File: config.mk
export PLATFORM = sky130hd
export DESIGN_NAME = mux4_scan_ctrl
export DESIGN_NICKNAME = d
export VERILOG_FILES = /design/src/rtl/mux4_scan_ctrl.sv
export SDC_FILE = /design/constraint.sdc
export NUM_CORES = 1
export LEC_CHECK = 0
export ABC_AREA = 0
export BUFFER_PORTS_ARGS = -buffer_cell sky130_fd_sc_hd__buf_2
export CAP_MARGIN = 0
export CORE_MARGIN = 2
export CORE_UTILIZATION = 50
export DETAILED_ROUTE_END_ITERATION = 16
export GPL_TIMING_DRIVEN = 0
export PLACE_DENSITY = 0.74
export SYNTH_ARGS = -nofsm -noshare
export SYNTH_HDL_FRONTEND = slang
export SYNTH_SLANG_ARGS = --single-unit
File: constraint.sdc
create_clock -name clk -period 1.2 [get_ports clk]
set_input_delay 0.12 -clock clk [delete_from_list [all_inputs] [get_ports clk]]
set_output_delay 0.12 -clock clk [all_outputs]
set_load 0.01 [all_outputs]
File: src/rtl/mux4_scan_ctrl.sv
`default_nettype none
// ============================================================================
// Module      : mux4_scan_ctrl
// Description : Steps a 4:1 mux select through channels 0..3, samples its
//               output after a settle dwell and emits a 4-bit snapshot frame.
// Revision    : 1.0 - initial release
// ============================================================================
module mux4_scan_ctrl #(
    parameter int SETTLE = 2
) (
    input  logic       clk,
    input  logic       rst,
    input  logic       en,
    input  logic       mux_out,
    output logic       s1,
    output logic       s0,
    output logic [3:0] data,
    output logic       valid,
    input  logic       ready,
    output logic       busy,
    output logic       overrun,
    input  logic       ovr_clr
);

    localparam int              CW          = $clog2(SETTLE) + 1;
    localparam logic [CW-1:0]   c_CNT_LAST  = CW'(SETTLE - 1);
    localparam logic [CW-1:0]   c_CNT_ONE   = CW'(1);
    localparam logic [1:0]      c_CH_LAST   = 2'd3;

    localparam logic [1:0]      c_IDLE      = 2'd0;
    localparam logic [1:0]      c_SETTLE    = 2'd1;
    localparam logic [1:0]      c_PUSH      = 2'd2;

    logic [1:0]     r_state;
    logic [1:0]     w_state_nxt;
    logic [1:0]     r_ch;
    logic [CW-1:0]  r_cnt;
    logic [3:0]     r_shadow;
    logic [3:0]     r_data;
    logic           r_valid;
    logic           r_overrun;

    logic           w_sample;
    logic           w_load;
    logic           w_drop;

    // A completed frame may only replace the held one if it is being consumed
    assign w_sample = (r_state == c_SETTLE) && (r_cnt == c_CNT_LAST);
    assign w_load   = (r_state == c_PUSH) && (!r_valid || ready);
    assign w_drop   = (r_state == c_PUSH) && r_valid && !ready;

    always_ff @(posedge clk) begin
        if (rst) begin
            r_state <= c_IDLE;
        end else begin
            r_state <= w_state_nxt;
        end
    end

    always_comb begin
        w_state_nxt = r_state;
        case (r_state)
            c_IDLE:   w_state_nxt = en ? c_SETTLE : c_IDLE;
            c_SETTLE: begin
                if (w_sample && (r_ch == c_CH_LAST)) begin
                    w_state_nxt = c_PUSH;
                end
            end
            c_PUSH:   w_state_nxt = en ? c_SETTLE : c_IDLE;
            default:  w_state_nxt = c_IDLE;
        endcase
    end

    always_ff @(posedge clk) begin
        if (rst) begin
            r_ch      <= 2'd0;
            r_cnt     <= '0;
            r_shadow  <= 4'b0000;
            r_data    <= 4'b0000;
            r_valid   <= 1'b0;
            r_overrun <= 1'b0;
        end else begin
            if (r_state == c_SETTLE) begin
                if (w_sample) begin
                    r_shadow[r_ch] <= mux_out;
                    r_cnt          <= '0;
                    // Channel 3 stays selected through PUSH, then wraps to 0
                    if (r_ch != c_CH_LAST) begin
                        r_ch <= r_ch + 2'd1;
                    end
                end else begin
                    r_cnt <= r_cnt + c_CNT_ONE;
                end
            end else begin
                r_cnt <= '0;
                r_ch  <= 2'd0;
            end

            if (w_load) begin
                r_data  <= r_shadow;
                r_valid <= 1'b1;
            end else if (r_valid && ready) begin
                r_valid <= 1'b0;
            end

            if (w_drop) begin
                r_overrun <= 1'b1;
            end else if (ovr_clr) begin
                r_overrun <= 1'b0;
            end
        end
    end

    always_comb begin
        busy    = (r_state != c_IDLE);
        s1      = r_ch[1];
        s0      = r_ch[0];
        data    = r_data;
        valid   = r_valid;
        overrun = r_overrun;
    end

endmodule
`default_nettype wire
==> results of run 1 <==
-- layout make-up --
class / count / area, um2 / share of cell area
flip-flops and latches: 16 / 336.6 / 0.3773
multi-input cells: 50 / 370.4 / 0.4151
well taps: 15 / 18.77 / 0.02104
clock buffers: 4 / 36.28 / 0.04067
plain buffers: 2 / 8.758 / 0.009818
inverters: 3 / 11.26 / 0.01262
repair buffers: 19 / 110.1 / 0.1234
-- timing repair --
action | in CTS | in global routing
setup endpoints to repair | 3 | 4
buffers inserted | 2 | 4
pin swaps | 1 | 1
resized for setup | 8 | 7
-- cells in the mapped netlist, types with 2 or more instances --
cell type / n / share of area
inv_1: 3 / 0.016
a21oi_1: 7 / 0.050
o21ai_0: 4 / 0.029
ha_1: 5 / 0.089
mux2i_1: 6 / 0.086
nor2_1: 7 / 0.038
nor4_1: 2 / 0.018
nor3_1: 2 / 0.014
nor2b_1: 2 / 0.018
dfxtp_1: 16 / 0.46
nand3_1: 4 / 0.029
nand2b_1: 3 / 0.027
buf_4: 2 / 0.021
nand4b_1: 4 / 0.050
-- flip-flops by register name (all words and copies together) (netlist names) --
name	count
valid	1
r_cnt	2
r_shadow	4
overrun	1
r_state	2
data	4
r_ch	2
-- power groups by stage --
stage	Combinational [mW]	Clock (mW)	Sequential, mW
2_1_floorplan	0.0419	0	0.552
3_3_place_gp	0.0585	0	0.552
3_5_place_dp	0.0604	0	0.553
4_1_cts	0.0525	0.356	0.543
5_1_grt	0.0768	0.372	0.537
6_report	0.0683	0.347	0.536
-- final timing paths --
path,endpoint,slack [ns],cells past startpoint
setup / recovery,busy,0.03,2
hold / removal,r_state[0]$_SDFFE_PP0P_,0.08,3
setup reg to reg,r_shadow[2]$_SDFFE_PP0P_,0.05,5
hold reg to reg,data[2]$_SDFFE_PP0P_,0.48,2
-- stage by stage --
stage | power (mW) | TNS, ns | instances | instance area (um2) | setup slack [ns]
after global routing | 0.9862 | -0.02659 | 109 | 892.1 | -0.01367
after global placement | 0.6109 | 0 | 101 | 783.3 | 0.003542
after floorplan | 0.5940 | 0 | 73 | 699.4 | 0.04509
after detailed placement | 0.6129 | -0.02186 | 101 | 783.3 | -0.02186
final | 0.9520 | 0 | 109 | 892.1 | 0.02822
after CTS | 0.9518 | -0.0009261 | 105 | 834.6 | -0.0009261
-- critical path, cell delays in order (launching register included) --
cell     delay [ns]
dfxtp_4        0.35
or2_2          0.29
buf_2          0.14
-- logic make-up (layout without fill, tap and decap cells) --
logic type,after synthesis,count (layout)
adders and majority gates,5,5
buffers and inverters,7,28
xor gates and xnor gates,1,1
muxes,6,6
AOI/OAI and AO/OA,11,11
DFF,16,16
and+or+nand+nor,27,27
-- layer usage --
metal | global-route usage | up-vias | share of wire
met4 | 0.07742 | 0 | 0.013
met5 | 0 | - | 0
met3 | 0.04348 | 2 | 0.049
li1 | - | 295 | -
met1 | 0.1957 | 244 | 0.47
met2 | 0.2625 | 13 | 0.47
==> results.toml, run 1 <==
[detailed_routing]
dr.pass1.iters = 4
drt-total-wl_mm = 1.343
vias = 554
ant_nets = 0
drtIter0Drc = 10
wl_per_cell_um = 12.32
avgViaCountPerCell = 5.083
drc_errors = 0

[timing]
min_period_ns = 1.172
finalHoldViolCount = 0
clock_skew_ns = 0.001745
min_period_over_period = 0.9765
slew_viol_final = 0
rsz0062_at_grt = "true"
holdWs_ns = 0.07925
slew_headroom = 0.8064
setup_viol = 0
max_freq_ghz = 0.8534
tightest_slew_ns = 0.2898

[clocking]
clockBufferDepth = 2
hold_buffers = 0
cts_sinks = 16
cts_tree = "yes"
ctsHtreeMaxLevel = 1
clock-root-buffer = "clkbuf_4"
numCtsBuffers = 3
clk_latency_ns = 0.28
clkTransAtPathRegs_ns = 0.09

[flow_run]
cap_violations = 0

[pwr]
peakVddDrop_v = 0.0007298
total_leakage_power_nw = 0.3889
power_density_mw_per_mm2 = 1067
combPwrFrac = 0.072
seq_power_share = 0.563
switching_share = 0.2134
power.internal_uw = 748.9
p_sw_uw = 203.1
p_clk_frac = 0.365

[finish]
syn_to_final_growth_pct = 27.55
drive_gt1_frac = 0.3723
num-fill-cells = 116
layout_commonest_cell = "buf_2"
fin_nets = 106
final_cell_mix = "14 x buf_2, 11 x dfxtp_1, 7 x nor2_1, 7 x a21oi_1"
final_util = 0.6856
n_antenna_cell = 0

[worst_setup_path]
critPathCaptureType = "output pin"
cp_max_fo = 3
r2r-start = "r_ch[1]$_SDFFE_PP0P_"
worstPathRequired_ns = 1.08
critPathLaunchType = "flip-flop"
cp-startpoint = "r_state[1]$_SDFFE_PP0P_"
cp_data_arrival_time_ns = 1.05
path_class = "reg -> out"

[floorplan]
io_pins = 15
die_w_um = 41.40
core_mm2 = 0.001301
die_height_um = 41.40
die_area_mm2 = 0.001714
initial_core_util = 0.5375
rows = 13

[min_path]
hp-class = "in -> reg"
worstHoldStart = "en"

[placement]
globalplace.congestion = 0.7181
portBuffers = 13
place_hpwl_um = 930

[global_route]
track_usage = 0.1614
grt_pass1_wl_mm = 2.159
grt_pass1_vias = 500
overflow = 0
grt_start_max_net_pins = 11
antenna_found_initial = 0

[logic_synthesis]
ys_seq_elements = 16
yosysWarningCount = 0
synth_mux_area_frac = 0.08587
synth_top_family_by_area = "simple AND/OR/NAND/NOR gates"
synth-simple-area-share = 0.2254
synth_nets = 84
synth_fa_ha_area_frac = 0.08945
avgSynthCellArea_um2 = 9.581
synth_xor_area_frac = 0.01252
synth-compound-area-share = 0.07871
ys_types = 20
synth_edf_count = 0
synth.yosys.seq_area_share = 0.4580
syn_area_um2 = 699.4
ys.flop_type = "dfxtp_1"
synth-async-reset-ratio = 0
netlist_instances = 73

[outcome]
status = "completed"
Note: power is estimated with default switching activity, not from simulation.
==> run 2, diff against run 1 <==
--- a/config.mk
+++ b/config.mk
@@ -10,6 +10,7 @@
 export CAP_MARGIN = 0
 export CORE_MARGIN = 2
 export CORE_UTILIZATION = 50
+export CTS_BUF_LIST = sky130_fd_sc_hd__clkbuf_8 sky130_fd_sc_hd__clkbuf_16
 export DETAILED_ROUTE_END_ITERATION = 16
 export GPL_TIMING_DRIVEN = 0
 export PLACE_DENSITY = 0.74
==> run 2 against run 1 <==
Flip-flop and latch count is the same; worst hold slack better by 0.039 ns; critical path depth stayed put; register-to-register slack about the same; critical endpoint unchanged; cell count shrank 5.5%; global-route usage down 0.53 points; clock skew is essentially flat; wire length decreased by 4.0%; clock power increased by 36%; via count fell by 3.1%.
==> results.toml, run 2 (synthesis gave the netlist of run 1 again) <==
[clocking]
cts_tree = "yes"
clockBufferDepth = 2
clock-root-buffer = "clkbuf_8"
hold_buffers = 0
clkTransAtPathRegs_ns = 0.06
clk_latency_ns = 0.24
numCtsBuffers = 3
cts_sinks = 16
cts_setup_buffers = 0
ctsHtreeMaxLevel = 1

[finish]
drive_gt1_frac = 0.2955
layout_commonest_cell = "buf_2"
num-fill-cells = 112
n_antenna_cell = 0
final_cell_mix = "14 x buf_2, 12 x dfxtp_1, 7 x nor2_1, 7 x a21oi_1, 6 x mux2i_1"
finalNonFillerCells = 103
final_util = 0.6596
syn_to_final_growth_pct = 22.72
fin_nets = 100

[timing]
rsz0062_at_grt = "true"
slew_headroom = 0.8002
tightest_slew_ns = 0.2991
min_period_over_period = 0.9583
min_period_ns = 1.150
setup_viol = 0
max_freq_ghz = 0.8696
clock_skew_ns = 0.001297
finalHoldViolCount = 0
slew_viol_final = 0
finalSetupTns_ns = 0

[floorplan]
die_area_mm2 = 0.001714
die_w_um = 41.40
io_pins = 15
die_height_um = 41.40
core_mm2 = 0.001301
initial_core_util = 0.5375
rows = 13

[detailed_routing]
drtIter0Drc = 10
dr.pass1.iters = 4
wl_per_cell_um = 12.51
drt-total-wl_mm = 1.289
avgViaCountPerCell = 5.214
drc_errors = 0
vias = 537
ant_nets = 0

[placement]
portBuffers = 13
post-place-cells = 101
globalplace.congestion = 0.7181
place_hpwl_um = 930

[global_route]
grt_pass1_wl_mm = 2.111
antenna_found_initial = 0
grt_pass1_vias = 484
track_usage = 0.1561
overflow = 0
grt_start_max_net_pins = 11

[min_path]
hp-class = "in -> reg"

[pwr]
peakVddDrop_v = 0.0008201
total_leakage_power_nw = 0.3640
power_density_mw_per_mm2 = 1245

[worst_setup_path]
path_cells = "or2_2, buf_2"
path_delay_family = "flip-flops"
cp_data_arrival_time_ns = 1.03
path_class = "reg -> out"
critPathLaunchType = "flip-flop"
cp_max_fo = 9
cp_num_buf_inv = 1
critPathCaptureType = "output pin"
worstPathRequired_ns = 1.08
slowest_stage = "dfxtp_2"
slowest_delay_ns = 0.37

[flow_run]
cap_violations = 0

[outcome]
status = "completed"
run 2: cell types whose count changed in the layout (fill, tap and decap cells not counted), sizes merged:
| cell | before | now |
|---|---|---|
| buf | 20 | 14 |
run 2: path summary, 6_finish.rpt:
kind                                          startpoint                      end  slack [ns]  cells past startpoint
worst max-delay path             r_state[0]$_SDFFE_PP0P_                     busy        0.05                      2
worst min-delay path                                  en  r_state[0]$_SDFFE_PP0P_        0.12                      3
worst max register to register      r_ch[0]$_SDFFE_PP0P_     r_ch[1]$_SDFFE_PP0P_        0.05                      4
worst min register to register  r_shadow[2]$_SDFFE_PP0P_     data[2]$_SDFFE_PP0P_        0.47                      2
run 2: routing by layer:
metal | track usage | part of all wire | vias to the layer above | wire length, um
met2 | 0.2656 | 0.46 | 15 | 594
met1 | 0.1935 | 0.48 | 244 | 624
li1 | - | - | 278 | -
met4 | 0.03871 | 0 | 0 | 0
met3 | 0.04348 | 0.054 | 0 | 70
met5 | 0 | 0 | - | 0
run 2: repair_timing:
item / in CTS / in global routing
gates resized for setup: 7 / 3
pin swaps: 1 / 1
cloned: 0 / 0
setup endpoints to repair: 3 / 5
run 2: area by class of cell:
cell class              count  area, um2  share of cell area
plain buffers               2      8.758             0.01020
flip-flops and latches     16      330.3              0.3848
inverters                   3      11.26             0.01312
multi-input cells          50      369.1              0.4300
repair buffers             13      65.06             0.07580
clock buffers               4      55.05             0.06414
well taps                  15      18.77             0.02187
run 2: worst register-to-register path, cell delays in order, from the launching register on:
cell and delay (ns):
dfxtp_4 0.37, ha_4 0.17, and2b_1 0.23, mux2i_1 0.20, nor3_1 0.06
run 2: report_power, final:
group	switching [mW]	total (mW)	leakage [nW]	internal (mW)
logic	0.0279	0.0533	0.204	0.0254
clock network	0.181	0.471	0.0288	0.291
registers	0.00998	0.544	0.132	0.534
total	0.218	1.07	0.364	0.850
run 2: metrics by stage:
step	power, mW	hold slack (ns)	worst slack (ns)	cell area (um2)
2_1_floorplan	0.5940	0.2639	0.04509	699.4
3_3_place_gp	0.6109	0.3556	0.003542	783.3
3_5_place_dp	0.6129	0.3699	-0.02186	783.3
4_1_cts	1.071	0.1190	0.01102	844.6
5_1_grt	1.102	0.1241	-0.02099	858.3
6_report	1.068	0.1179	0.05002	858.3
==> run 3, diff against run 2 <==
--- a/config.mk
+++ b/config.mk
@@ -9,11 +9,11 @@
 export BUFFER_PORTS_ARGS = -buffer_cell sky130_fd_sc_hd__buf_2
 export CAP_MARGIN = 0
 export CORE_MARGIN = 2
-export CORE_UTILIZATION = 50
+export CORE_UTILIZATION = 45
 export CTS_BUF_LIST = sky130_fd_sc_hd__clkbuf_8 sky130_fd_sc_hd__clkbuf_16
 export DETAILED_ROUTE_END_ITERATION = 16
 export GPL_TIMING_DRIVEN = 0
-export PLACE_DENSITY = 0.74
+export PLACE_DENSITY = 0.71
 export SYNTH_ARGS = -nofsm -noshare
 export SYNTH_HDL_FRONTEND = slang
 export SYNTH_SLANG_ARGS = --single-unit
==> constraint.sdc (replaced) <==
create_clock -name clk -period 1.05 [get_ports clk]
set_input_delay 0.105 -clock clk [delete_from_list [all_inputs] [get_ports clk]]
set_output_delay 0.105 -clock clk [all_outputs]
set_load 0.01 [all_outputs]
==> run 3 against run 2 <==
The run now ends with setup timing left; global-route usage up 0.31 points; clock skew up 0.0012 ns; core utilization down 2.9 points; flip-flop and latch count unchanged; via count up 8.0%; largest cell class unchanged.
==> results.toml, run 3 (synthesis gave the netlist of run 1 again) <==
[finish]
fin_nets = 105
layout_commonest_cell = "buf_2"
n_antenna_cell = 0
drive_gt1_frac = 0.4086
syn_to_final_growth_pct = 34.35
finalNonFillerCells = 109
final_cell_mix = "13 x buf_2, 10 x dfxtp_1, 7 x nor2_1, 6 x mux2i_1, 6 x a21oi_1"

[placement]
portBuffers = 13
post-place-cells = 102
dp_slack_ns = -0.1365
place_hpwl_um = 950.9
globalplace.congestion = 0.7642

[global_route]
grt_pass1_wl_mm = 2.249
grt_start_max_net_pins = 11
track_usage = 0.1592
grt_pass1_vias = 548
overflow = 0
antenna_found_initial = 0

[timing]
finalHoldViolCount = 0
rsz0062_at_grt = "true"
clock_skew_ns = 0.002482
setup_viol = 5
slew_viol_final = 0
min_period_ns = 1.128
finalWorstSetupSlack_ns = -0.07835
slew_headroom = 0.8169
min_period_over_period = 1.075
max_freq_ghz = 0.8863
tightest_slew_ns = 0.2746

[clocking]
numCtsBuffers = 3
cts_tree = "yes"
clock-root-buffer = "clkbuf_8"
ctsHtreeMaxLevel = 1
clockBufferDepth = 2
cts_sinks = 16
clkTransAtPathRegs_ns = 0.06
clk_latency_ns = 0.24

[detailed_routing]
drc_errors = 0
vias = 580
avgViaCountPerCell = 5.321
drtIter0Drc = 17
dr.pass1.iters = 6
wl_per_cell_um = 12.88
drt-total-wl_mm = 1.404
ant_nets = 0

[floorplan]
die_height_um = 43.43
core_mm2 = 0.001489
rows = 14
io_pins = 15
die_area_mm2 = 0.001886
die_w_um = 43.43
initial_core_util = 0.4697

[pwr]
peakVddDrop_v = 0.0009296
total_leakage_power_nw = 0.3949
power_density_mw_per_mm2 = 1307

[worst_setup_path]
worstPathRequired_ns = 1.17
r2r-start = "r_ch[0]$_SDFFE_PP0P_"
critPathLaunchType = "flip-flop"
critPathCaptureType = "flip-flop"
r2r_slack_ns = -0.08
cp_max_fo = 5
cp-startpoint = "r_ch[0]$_SDFFE_PP0P_"
path_class = "reg -> reg"
cp_data_arrival_time_ns = 1.25

[min_path]
worstHoldStart = "en"
hp-class = "in -> reg"

[flow_run]
cap_violations = 0

[outcome]
status = "finished, violations left"
violations = "setup timing"
-- run 3: final cells by class --
class                   count  area, um2
repair buffers             18      121.4
fillers                   122      549.3
plain buffers               2      8.758
clock buffers               4      55.05
multi-input cells          50      385.4
flip-flops and latches     16      337.8
well taps                  16      20.02
inverters                   3      11.26
-- run 3: power breakdown --
part	switching (mW)	internal, mW	total [mW]	leakage, nW
Sequential	0.00730	0.607	0.615	0.133
Combinational	0.0408	0.0399	0.0806	0.233
Clock	0.201	0.332	0.533	0.0288
Total	0.249	0.979	1.23	0.395
-- run 3: worst paths after layout --
check | cells past startpoint | end
worst max-delay path | 4 | r_ch[1]$_SDFFE_PP0P_
worst min-delay path | 3 | r_state[0]$_SDFFE_PP0P_
worst min register to register | 1 | r_cnt[0]$_SDFF_PP0_
worst max register to register | 4 | r_ch[1]$_SDFFE_PP0P_
-- run 3: per-layer routing --
layer | part of all wire | GRT usage | vias to the layer above
met5 | 0 | 0 | -
met2 | 0.50 | 0.2776 | 12
li1 | - | - | 292
met3 | 0.036 | 0.04167 | 4
met4 | 0.0093 | 0.05455 | 0
met1 | 0.45 | 0.1890 | 272
-- run 3: what timing repair did --
| item | CTS | global route |
|---|---|---|
| endpoints found under the setup margin | 10 | 11 |
| hold endpoints to repair | 0 | 0 |
| pin swaps | 2 | 7 |
| setup buffers | 2 | 3 |
| gates resized for setup | 7 | 8 |
| hold buffers | 0 | 0 |
| cloned | 0 | 0 |
-- run 3: critical path, stage by stage, from the launching register on --
cell,delay [ns]
dfxtp_4,0.37
ha_4,0.16
and2b_1,0.23
mux2i_1,0.19
nor3_1,0.06
-- run 3: through the flow --
step / cell area [um2] / setup TNS [ns] / power, mW / utilization / hold slack (ns)
detailed placement: 810.8 / -0.4455 / 0.6998 / 0.5445 / 0.3653
CTS: 877.1 / -0.3808 / 1.227 / 0.5891 / 0.1140
global route: 939.7 / -0.6448 / 1.273 / 0.6311 / 0.1234
finish: 939.7 / -0.1568 / 1.228 / 0.6311 / 0.1122
global placement: 810.8 / -0.2688 / 0.6966 / 0.5445 / 0.3436
floorplan: 725.7 / -0.06306 / 0.6771 / - / 0.2489
